<file path="src/rtl/fringe_pkg.sv">
// Shared types and constant helpers for the structured-light fringe sequencer.
// Holds the sequencer state encoding and the rounded DDS phase-step calculation.
package fringe_pkg;

    typedef enum logic [2:0] {
        ST_IDLE   = 3'd0,
        ST_ARMED  = 3'd1,
        ST_SETTLE = 3'd2,
        ST_RUN    = 3'd3,
        ST_DONE   = 3'd4
    } fringe_state_t;

    // round(2^pw / n_steps), done in 64-bit so pw = 32 does not overflow
    function automatic logic [63:0] phase_step(input int unsigned pw, input int unsigned n_steps);
        logic [63:0] full_turn;
        full_turn = 64'd1 << pw;
        return (full_turn + 64'(n_steps / 2)) / 64'(n_steps);
    endfunction

endpackage

</file>
<file path="src/rtl/fringe_recip_div.sv">
// Restoring divider producing one quotient bit per clock; computes the DDS
// phase increment 2^PW/d. A start while busy aborts the current divide.
module fringe_recip_div #(
    parameter int PW = 32
) (
    input  logic          clk_25,
    input  logic          reset,
    input  logic          start,
    input  logic [PW:0]   num,
    input  logic [PW-1:0] den,
    output logic [PW-1:0] quo,
    output logic          done
);

    localparam int CW = $clog2(PW + 2);

    logic [PW:0]   num_reg;
    logic [PW-1:0] rem_reg;
    logic [PW-1:0] q_reg;
    logic [CW-1:0] cnt_reg;
    logic          busy_reg;

    logic [PW:0]   trial;
    logic [PW-1:0] diff;
    logic          ge;

    always_comb begin
        trial = {rem_reg, num_reg[PW]};
        ge    = (trial >= {1'b0, den});
        // when ge holds the true difference is below den, so the low PW bits are exact
        diff  = trial[PW-1:0] - den;
    end

    always_ff @(posedge clk_25 or posedge reset) begin
        if (reset) begin
            num_reg  <= '0;
            rem_reg  <= '0;
            q_reg    <= '0;
            cnt_reg  <= '0;
            busy_reg <= 1'b0;
        end else if (start) begin
            num_reg  <= num;
            rem_reg  <= '0;
            q_reg    <= '0;
            cnt_reg  <= CW'(PW + 1);
            busy_reg <= 1'b1;
        end else if (busy_reg) begin
            if (cnt_reg != '0) begin
                num_reg <= {num_reg[PW-1:0], 1'b0};
                rem_reg <= ge ? diff : trial[PW-1:0];
                q_reg   <= {q_reg[PW-2:0], ge};
                cnt_reg <= cnt_reg - 1'b1;
            end else begin
                busy_reg <= 1'b0;
            end
        end
    end

    assign done = busy_reg & (cnt_reg == '0);
    assign quo  = q_reg;

endmodule

</file>
<file path="src/rtl/fringe_sequencer.sv">
// Phase-shift / multi-frequency fringe sequencer driving the row-clocked DDS.
// Define FRINGE_LOOP_EN to wrap back to K=1 after the last frame instead of stopping in DONE.
module fringe_sequencer
    import fringe_pkg::*;
#(
    parameter int PW            = 32,
    parameter int N_STEPS       = 4,
    parameter int N_FREQS       = 120,
    parameter int PERIOD_BASE   = 4,
    parameter int SETTLE_FRAMES = 2
) (
    input  logic          clk_25,
    input  logic          reset,
    input  logic          vsync,
    input  logic          cam_trig,
    input  logic          cam_ready,
    output logic [PW-1:0] phase_inc,
    output logic [PW-1:0] phase_off,
    output logic          inc_valid,
    output logic [7:0]    step_idx,
    output logic [7:0]    freq_k,
    output logic          cam_sync,
    output logic          seq_done
);

    localparam logic [63:0] PHASE_STEP = phase_step(PW, N_STEPS);
    localparam int          SW         = (SETTLE_FRAMES > 1) ? $clog2(SETTLE_FRAMES) : 1;

    logic [1:0]    sync_meta_reg;
    logic [1:0]    sync_reg;
    logic          trig_sync;
    logic          ready_sync;
    logic          vsync_prev_reg;
    logic          frame_evt;

    fringe_state_t state_reg, state_next;
    logic [7:0]    step_reg, step_next;
    logic [7:0]    freq_reg, freq_next;
    logic [SW-1:0] settle_reg, settle_next;

    logic [PW-1:0] phase_off_reg;
    logic [PW-1:0] phase_inc_reg;
    logic          inc_valid_reg;
    logic          init_reg;

    logic          div_start;
    logic [PW-1:0] div_den;
    logic [PW:0]   div_num;
    logic [PW-1:0] div_quo;
    logic          div_done;

    // camera handshake lines are asynchronous: two-flop synchronisers
    always_ff @(posedge clk_25 or posedge reset) begin
        if (reset) begin
            sync_meta_reg  <= 2'b00;
            sync_reg       <= 2'b00;
            vsync_prev_reg <= 1'b0;
        end else begin
            sync_meta_reg  <= {cam_ready, cam_trig};
            sync_reg       <= sync_meta_reg;
            vsync_prev_reg <= vsync;
        end
    end

    assign trig_sync  = sync_reg[0];
    assign ready_sync = sync_reg[1];
    assign frame_evt  = vsync_prev_reg & ~vsync;

    always_ff @(posedge clk_25 or posedge reset) begin
        if (reset) begin
            state_reg  <= ST_IDLE;
            step_reg   <= 8'd0;
            freq_reg   <= 8'd1;
            settle_reg <= '0;
        end else begin
            state_reg  <= state_next;
            step_reg   <= step_next;
            freq_reg   <= freq_next;
            settle_reg <= settle_next;
        end
    end

    always_comb begin
        state_next  = state_reg;
        step_next   = step_reg;
        freq_next   = freq_reg;
        settle_next = settle_reg;
        if (!trig_sync) begin
            // losing the trigger abandons the sequence from any state
            state_next  = ST_IDLE;
            step_next   = 8'd0;
            freq_next   = 8'd1;
            settle_next = '0;
        end else begin
            case (state_reg)
                ST_IDLE: state_next = ST_ARMED;
                ST_ARMED: begin
                    if (ready_sync) begin
                        state_next  = ST_SETTLE;
                        settle_next = '0;
                    end
                end
                ST_SETTLE: begin
                    if (frame_evt) begin
                        if (settle_reg == SW'(SETTLE_FRAMES - 1)) begin
                            state_next = ST_RUN;
                        end else begin
                            settle_next = settle_reg + 1'b1;
                        end
                    end
                end
                ST_RUN: begin
                    if (!ready_sync) begin
                        // counters hold so the interrupted pattern is re-projected, not skipped
                        state_next  = ST_SETTLE;
                        settle_next = '0;
                    end else if (frame_evt) begin
                        if (step_reg == 8'(N_STEPS - 1)) begin
                            if (freq_reg == 8'(N_FREQS)) begin
`ifdef FRINGE_LOOP_EN
                                step_next = 8'd0;
                                freq_next = 8'd1;
`else
                                state_next = ST_DONE;
`endif
                            end else begin
                                step_next = 8'd0;
                                freq_next = freq_reg + 8'd1;
                            end
                        end else begin
                            step_next = step_reg + 8'd1;
                        end
                    end
                end
                ST_DONE: state_next = ST_DONE;
                default: state_next = ST_IDLE;
            endcase
        end
    end

    always_ff @(posedge clk_25 or posedge reset) begin
        if (reset) begin
            phase_off_reg <= '0;
        end else begin
            phase_off_reg <= PW'(64'(step_reg) * PHASE_STEP);
        end
    end

    // divider loads the new K on the same edge freq_k changes, and once after reset
    assign div_start = init_reg | (freq_next != freq_reg);
    assign div_den   = PW'(PERIOD_BASE) * PW'(freq_next);
    assign div_num   = {1'b1, {PW{1'b0}}} + {1'b0, div_den >> 1};

    fringe_recip_div #(
        .PW (PW)
    ) u_div (
        .clk_25 (clk_25),
        .reset  (reset),
        .start  (div_start),
        .num    (div_num),
        .den    (div_den),
        .quo    (div_quo),
        .done   (div_done)
    );

    always_ff @(posedge clk_25 or posedge reset) begin
        if (reset) begin
            init_reg      <= 1'b1;
            inc_valid_reg <= 1'b0;
            phase_inc_reg <= '0;
        end else begin
            init_reg <= 1'b0;
            if (div_start) begin
                inc_valid_reg <= 1'b0;
            end else if (div_done) begin
                inc_valid_reg <= 1'b1;
                phase_inc_reg <= div_quo;
            end
        end
    end

    assign phase_inc = phase_inc_reg;
    assign phase_off = phase_off_reg;
    assign inc_valid = inc_valid_reg;
    assign step_idx  = step_reg;
    assign freq_k    = freq_reg;
    assign cam_sync  = vsync & (state_reg == ST_RUN);
    assign seq_done  = (state_reg == ST_DONE);

endmodule

</file>
<file path="config.mk">
export PLATFORM = sky130hd
export DESIGN_NAME = fringe_sequencer
export DESIGN_NICKNAME = d
export VERILOG_FILES = /design/src/rtl/fringe_pkg.sv /design/src/rtl/fringe_recip_div.sv /design/src/rtl/fringe_sequencer.sv
export SDC_FILE = /design/constraint.sdc
export NUM_CORES = 1
export LEC_CHECK = 0
export ABC_AREA = 1
export CAP_MARGIN = 40
export CORE_MARGIN = 2
export CORE_UTILIZATION = 50
export DETAILED_ROUTE_END_ITERATION = 16
export PLACE_DENSITY_LB_ADDON = 0.25
export RECOVER_POWER = 100
export SLEW_MARGIN = 10
export SYNTH_ARGS = -nofsm -noshare
export SYNTH_HDL_FRONTEND = slang
export SYNTH_SLANG_ARGS = --single-unit
</file>
<file path="constraint.sdc">
create_clock -name clk_25 -period 15.55 [get_ports clk_25]
set_clock_uncertainty 0.1 [all_clocks]
set_input_delay 3.11 -clock clk_25 [delete_from_list [all_inputs] [get_ports clk_25]]
set_output_delay 3.11 -clock clk_25 [all_outputs]
set_load 0.05 [all_outputs]
</file>
Word-level counts from Yosys, hierarchy flattened:

Cells that the tools add are included.

* add/subtract/negate cells: 6
* $lt $le $gt $ge: 1
* equality and inequality tests: 19
* muxes and demuxes: 45
* bitwise logic cells: 6
* reductions and logical operators: 11

Operators by type and width (count)
* $mux 32: 7
* $mux 33: 3
* $mux 8: 12
* $add 33x9->33 const A: 1
* $ge 33x10->1: 1
* $sub 32x10->32: 1
* $mux 3: 8
* $mux 6: 3
* $add 8x1->8 const B: 2
* $ne 3x3->1 const B: 5
* $pmux 3 s5: 1
* $ne 4x4->1 const B: 3
* $mux 1: 10
* $eq 8x2->1 const B: 1
* $eq 8x7->1 const B: 1
* $ne 8x8->1: 1
* $reduce_and 4->1: 2
* $eq 3x2->1 const B: 2
* $logic_not 6->1: 1
* $ne 2x1->1 const B: 3
* $reduce_and 6->1: 1
* $reduce_bool 2->1: 3
* $reduce_bool 6->1: 1
* $sub 6x1->6 const B: 1
* other kinds (10): 14

* register bits after elaboration: 165
* input port bits: 5
* output and inout port bits: 83
* logic and storage cells: 104

Longest topological paths before layout:

Gate-level depths: netlist of the first run.

* depth in word-level cells: 12
* depth in mapped cells: 25
* mapped depth without buffers: 23

By module:

From an unflattened synthesis of the first run, not the netlist that was laid out.

* cell total of the unflattened synthesis: 1465
* area total of the unflattened synthesis: 10496.3 sq um

By module, submodules not included
* fringe_recip_div: instances 1, cells an instance 1061, area an instance 7206.9 sq um, seq. area each 2602.5 sq um
* fringe_sequencer: instances 1, cells an instance 404, area an instance 3289.4 sq um, seq. area each 1529.0 sq um

Worst setup path before layout of the first run:

OpenSTA, ideal clock, no wires.

* kind: input -> output
* start point: in vsync
* end point: out cam_sync
* data arrival time: 3.811 ns
* data required time: 12.340 ns
* setup slack: 8.529 ns
* stages: 2
* path buffers: 0
* cells stage by stage: inv_1 nor2_1

* longest elaborated chain between the ends: 1

RTL lines
* start: declaration: line fringe_sequencer.sv:14 `input logic vsync,`
* $and 1x1->1: line fringe_sequencer.sv:187 `assign cam_sync = vsync & (state_reg == ST_RUN);`
* end: declaration: line fringe_sequencer.sv:22 `output logic cam_sync,`

Every way passes these cells.

==> summary.md, run 1 <==
• complete, but fails checks — run status
• max-capacitance violations, max-slew violations — failing checks
• 0 — final setup violating endpoints
• 0 — number of flops mapped to enable cells by yosys
• 0 — total number of yosys warnings
• 0 ns — Setup TNS
• 0.06 ns — Clock Pin Slew Worst Setup and Hold Paths
• 0 — count of endpoints failing hold in the final timing report
• in -> async — kind of critical path
• reg -> reg — min-delay worst type
• clkbuf_16 — cell chosen for the clock root
• asynchronous set/reset pin — crit path capture type
• 1335 — final non-filler cell total
• 164 — sinks on the clock net
• 7.79 ns — DP Worst Slack
• 1059 — Syn Inst Count
• 90 — largest driver fanout on the critical path
• 5 — detailed-router iteration count before antenna repair
• 0 — number of remaining DRC errors
• nand2_1 — most frequent cell after synthesis
• 0.486 — sequential share of the synthesized area
• 454 — violation count after the first detailed-routing iteration
• 0.112 mV — Peak supply drop
• 12.8% — growth of design area from synthesis to finish
• 17 — Num CTS Buffers
• 9.73 ns — endpoint arrival time on the critical path
• -2.09 — headroom to the max-slew limit
• 0.214 — overall routing resource usage
• 18000 sq um — die footprint
• 17.9 mm — drt total wl
• 15.35 ns — required time of the critical path
• 281 — Final Slew Violations
• dfrtp_1 — post-synthesis cell type with the largest combined area
• 3.28 ns — Largest stage delay, worst path
• 8450 sq um — cell area after technology mapping
• 0 — Resize count post-CTS
• 0.0430 — share of final-layout standard cells stronger than drive strength 1
• 4110 sq um — Seq. cell area
• 0.991 — final weighted congestion in routability-driven placement
• 164 — register bit total from synthesis
• dlygate4sd3_1, clkinvlp_2, clkbuf_1, clkbuf_1 — cells along the critical path
• 9100 sq um — cell area reported after detailed placement
• primary input — element type at the critical path start
• 0.43 ns — clock insertion delay at the later pin of the skew report
• 0.00479 uW — leakage dissipation
• 4 — number of H-tree levels
• 0 — number of setup buffers added after CTS
• 12.3 mm — Detail Placement HPWL
• 6792 — total via count in the routed design
• clkbuf_1 — cell seen most often among critical-path stages
• 9.92 ns — Period minus WS final
• 38 — Unique masters post-synth
• 0 — count of nets left with antenna violations after detail routing
• 159 nW/um^2 — power density cells
• 31.2 mm — global-route wire length before repair
• 7.98 sq um — Post-Syn Area per Cell
• 9540 sq um — final instance area
• 0 — Hold Buf Count CTS
• dfrtp_1 — most used flip-flop cell after synthesis
• 2 — clk buf depth
• 0 — antenna violations before repair
• 0 — GRT overflow
• 0.638 — fin crit share
• 57 — number of input and output port buffers inserted
• 0.480 — top cell type's share of synthesized area
• 1.00 — Synth async-reset ratio
• 16500 sq um — placeable core area
• 134 um — die span in y
• 1123 — Final Net Count
• 0 — count of inserted antenna diode cells
• 5.09 — via-per-instance ratio
• nand2_1, dfrtp_1, inv_1 — Synth top cells by count
• false — RSZ-0062 raised after global routing
• 101 MHz — Max Fclk
• 134 um — die boundary width
• 13.4 um — routed wirelength normalized by instance count
• 0.511 — initial core utilization
• 4.64 ns — Least-Margin Pin Slew
• 3410 sq um — footprint of the multi-input gates
• clkbuf_1 — master of the slowest instance on the critical path
• 91 — largest net degree at the start of global routing
• 5.63 ns — setup slack after layout
• 5 — max-capacitance violation count
• done — clock tree from TritonCTS
• 1543 — Filler Cells Inserted
• 47 — row cnt
• 88 — number of ports placed on the die boundary
• 6692 — vias in the first global route
• 1306 — Cells after DPL
• dfrtp_1, nand2_1, inv_1, buf_4, nand3_1 — most area-consuming cells after synthesis
-- power by group --
group | internal (uW) | total [uW] | switching, uW
logic | 198 | 585 | 387
clock network | 257 | 428 | 171
registers | 467 | 502 | 34.9
total | 921 | 1510 | 593
-- layer usage --
layer / vias to the layer above / wire length, um / GRT usage / share of wire
li1: 3393 / - / - / -
met1: 3200 / 8570 / 0.296 / 0.48
met2: 179 / 8170 / 0.339 / 0.46
met3: 20 / 861 / 0.0461 / 0.048
met4: 0 / 265 / 0.0697 / 0.015
met5: - / 0 / 0 / 0
-- layout by cell type (no fill, tap or decap), types with 12 or more instances in the layout --
| cell | instances |
|---|---|
| nor2_1 | 85 |
| dlygate4sd3_1 | 57 |
| nor3_1 | 12 |
| dfrtp_1 | 162 |
| inv_1 | 134 |
| nand3_1 | 68 |
| xor2_1 | 18 |
| o21ai_0 | 102 |
| a21oi_1 | 41 |
| clkbuf_16 | 17 |
| nand2_1 | 279 |
| conb_1 | 31 |
| nand4_1 | 32 |
| ha_1 | 12 |
-- per-stage QoR --
| step | hold slack [ns] | utilization | power [uW] |
|---|---|---|---|
| global placement | 0.233 | 0.542 | 1080 |
| finish | 0.246 | 0.577 | 1510 |
| detailed placement | 0.236 | 0.551 | 1100 |
| CTS | 0.248 | 0.586 | 1530 |
| floorplan | 0.231 | - | 978 |
| global route | 0.275 | 0.577 | 1630 |
-- critical path: cells and delay by family --
kind	cells	cell delay, ns
buffers and inverters	4	6.58
-- worst paths after layout --
kind,cells past startpoint,startpoint,endpoint,slack (ns)
max in group clk_25,12,vsync,u_div.rem_reg[17],6.84
min in group asynchronous,2,reset,vsync_prev_reg,3.18
setup reg to reg,13,step_idx[0],u_div.rem_reg[17],9.43
hold reg to reg,0,sync_meta_reg[0],sync_reg[0],0.25
setup / recovery,4,reset,u_div.num_reg[1],5.63
hold / removal,0,sync_meta_reg[0],sync_reg[0],0.25
-- final cells by class --
| type | instances | share of cell area |
|---|---|---|
| clock inverter | 10 | 0.0155 |
| sequential | 164 | 0.431 |
| clock buffer | 19 | 0.0465 |
| timing repair buffer | 65 | 0.0667 |
| tap | 220 | 0.0289 |
| multi-input combinational | 719 | 0.357 |
| inverter | 138 | 0.0545 |
-- cell families after synthesis --
kind of cell	count (synthesis)	synth area share
flops	164	0.486
buf+inv	206	0.117
compound gates	155	0.0940
other cells	1	0.000444
mux	3	0.00355
xor+xnor	22	0.0228
fa+ha+maj	13	0.0201
simple gates	495	0.256
(Power assumes the default switching activity.)
==> run 2, diff against run 1 <==
==> constraint.sdc (replaced) <==
create_clock -name clk_25 -period 8.2 [get_ports clk_25]
set_clock_uncertainty 0.1 [all_clocks]
set_input_delay 1.64 -clock clk_25 [delete_from_list [all_inputs] [get_ports clk_25]]
set_output_delay 1.64 -clock clk_25 [all_outputs]
set_load 0.05 [all_outputs]
==> run 2 against run 1 <==
  * The flow still finishes with violations (max-capacitance violations, max-slew violations)
  * Final area hardly changed
  * Sequential share of layout area hardly changed
  * Clock power is 79% higher
  * Non-clock buffer count is 1 higher
  * First-iteration DRC count is 7.7% lower
  * Combinational power is 91% higher
  * Critical endpoint is now u_div.rem_reg[14]
  * Largest power group unchanged
  * Highest routed layer unchanged
==> summary.md, run 2 (synthesis gave the netlist of run 1 again) <==
• complete, but fails checks — run status, unchanged
• max-capacitance violations, max-slew violations — failing checks, unchanged
• state_reg[2] — RR Startpoint, was step_idx[0]
• vsync — start point of the critical path, was reset
• 419 — violation count after the first detailed-routing iteration, was 454
• 12.5 mm — Detail Placement HPWL, was 12.3 mm
• 3.24 ns — Least-Margin Pin Slew, was 4.64 ns
• 12.9% — growth of design area from synthesis to finish, was 12.8%
• done — clock tree from TritonCTS, unchanged
• 19 — worst r2r path cells, was 13
• 5.05 — via-per-instance ratio, was 5.09
• 0.511 — initial core utilization, unchanged
• 18000 sq um — die footprint, unchanged
• primary input — element type at the critical path start, unchanged
• 0.743 — fin crit share
• 0 — Hold Buf Count CTS, unchanged
• 1124 — Final Net Count, was 1123
• 297 nW/um^2 — power density cells, was 159 nW/um^2
• 0 — count of endpoints failing hold in the final timing report, unchanged
• 88 — number of ports placed on the die boundary, unchanged
• 0.237 mV — Peak supply drop, was 0.112 mV
• 0.07 ns — Clock Pin Slew Worst Setup and Hold Paths, was 0.06 ns
• 2840 uW — total power, was 1510 uW
• 5 — detailed-router iteration count before antenna repair, unchanged
• 0.0492 — share of final-layout standard cells stronger than drive strength 1, was 0.0430
• flop — crit path capture type, was asynchronous set/reset pin
• -1.16 — headroom to the max-slew limit, was -2.09
• nand2_1, dfrtp_1, inv_1, o21ai_0, nor2_1 — commonest cells after routing, fill and taps aside, unchanged
• 0 — number of remaining DRC errors, unchanged
• 0.00479 uW — leakage dissipation, about the same
• 4 — number of H-tree levels, unchanged
• 0 — GRT overflow, unchanged
• 6584 — vias in the first global route, was 6692
• 1339 — final non-filler cell total, was 1335
• 17 — Num CTS Buffers, unchanged
• 6765 — total via count in the routed design, was 6792
• 3 — max-capacitance violation count, was 5
• 0 — Resize count post-CTS, unchanged
• 6.09 ns — Period minus WS final
• 164 — sinks on the clock net, unchanged
• sync_meta_reg[0] — startpoint of the tightest hold check path, unchanged
• 0.219 — overall routing resource usage, was 0.214
• 2.49 ns — DP Worst Slack, was 7.79 ns
• 94 — largest net degree at the start of global routing, was 91
• 0 — count of inserted antenna diode cells, unchanged
• 13.6 um — routed wirelength normalized by instance count, was 13.4 um
• reg -> reg — min-delay worst type, unchanged
• 1503 — Filler Cells Inserted, was 1543
• 134 um — die boundary width, unchanged
• 0 — antenna violations before repair, unchanged
• 0 ns — Setup TNS, unchanged
• 0.976 — final weighted congestion in routability-driven placement, was 0.991
• 134 um — die span in y, unchanged
• 0.577 — fraction of the core area covered by cells at the end of the flow, about the same
• 0.43 ns — clock insertion delay at the later pin of the skew report, about the same
• 8.42 ns — required time of the critical path, was 15.35 ns
• 57 — number of input and output port buffers inserted, unchanged
• 0 — count of nets left with antenna violations after detail routing, unchanged
• 6.32 ns — endpoint arrival time on the critical path, was 9.73 ns
• 47 — row cnt, unchanged
• 2.11 ns — setup slack after layout, was 5.63 ns
• 0 — final setup violating endpoints, unchanged
• clkbuf_16 — cell chosen for the clock root, unchanged
• 2 — clk buf depth, unchanged
• 32.0 mm — global-route wire length before repair, was 31.2 mm
• 0 — Cells on Worst Hold Path, unchanged
• 18.2 mm — drt total wl, was 17.9 mm
• 141 — Final Slew Violations, was 281
• in -> reg — kind of critical path, was in -> async
• 16500 sq um — placeable core area, unchanged
• 0 — number of setup buffers added after CTS, unchanged
• 1306 — Cells after DPL, unchanged
• false — RSZ-0062 raised after global routing, unchanged
• nand2_1 — most common cell after layout, fill and taps aside, unchanged
• 164 MHz — Max Fclk
• 18 — largest driver fanout on the critical path, was 90
• 3.43 ns — reg-to-reg setup timing slack, was 9.43 ns
-- run 2: path summary, 6_finish.rpt --
| kind | end |
|---|---|
| hold / removal | sync_reg[0] |
| hold reg to reg | sync_reg[0] |
| setup reg to reg | u_div.rem_reg[14] |
| setup / recovery | u_div.rem_reg[14] |
| max in group asynchronous | u_div.cnt_reg[4] |
| min in group asynchronous | u_div.num_reg[26] |
-- run 2: per-stage QoR --
step	hold slack [ns]	area (sq um)
2_1_floorplan	0.231	8560
3_3_place_gp	0.234	8970
3_5_place_dp	0.239	9080
4_1_cts	0.253	9640
5_1_grt	0.265	9540
6_report	0.247	9540
-- run 2: cell type report --
type | count | area (sq um) | area share
well taps | 220 | 275 | 0.0288
clock buffers | 19 | 453 | 0.0475
clock inverters | 13 | 110 | 0.0115
flip-flops and latches | 164 | 4110 | 0.430
multi-input cells | 719 | 3410 | 0.357
inverters | 138 | 519 | 0.0544
repair buffers | 66 | 667 | 0.0699
-- run 2: critical path, stage by stage --
cell and delay (ns):
dlygate4sd3_1 0.55, inv_1 0.09, nand3_1 0.07, nor2_1 0.72
nand3_1 0.21, nand2_1 0.10, nor3b_1 0.36, inv_1 0.09
ha_1 0.41, nand2_1 0.12, nor2_1 0.10, nand2_1 0.06
nand2_1 0.15, a21boi_0 0.14, nand2_1 0.41, clkbuf_1 0.63
nand3_1 0.18, o21ai_0 0.14, nand2_1 0.07, o21ai_0 0.07
-- run 2: per-layer routing --
metal	track usage	routed length (um)
met1	0.314	8890
met2	0.342	8430
met3	0.0420	638
met4	0.0603	221
met5	0	0
-- run 2: power breakdown --
group	leakage, uW	switching, uW	internal (uW)
clock network	0.000279	352	414
registers	0.00223	67.2	884
logic	0.00229	741	378
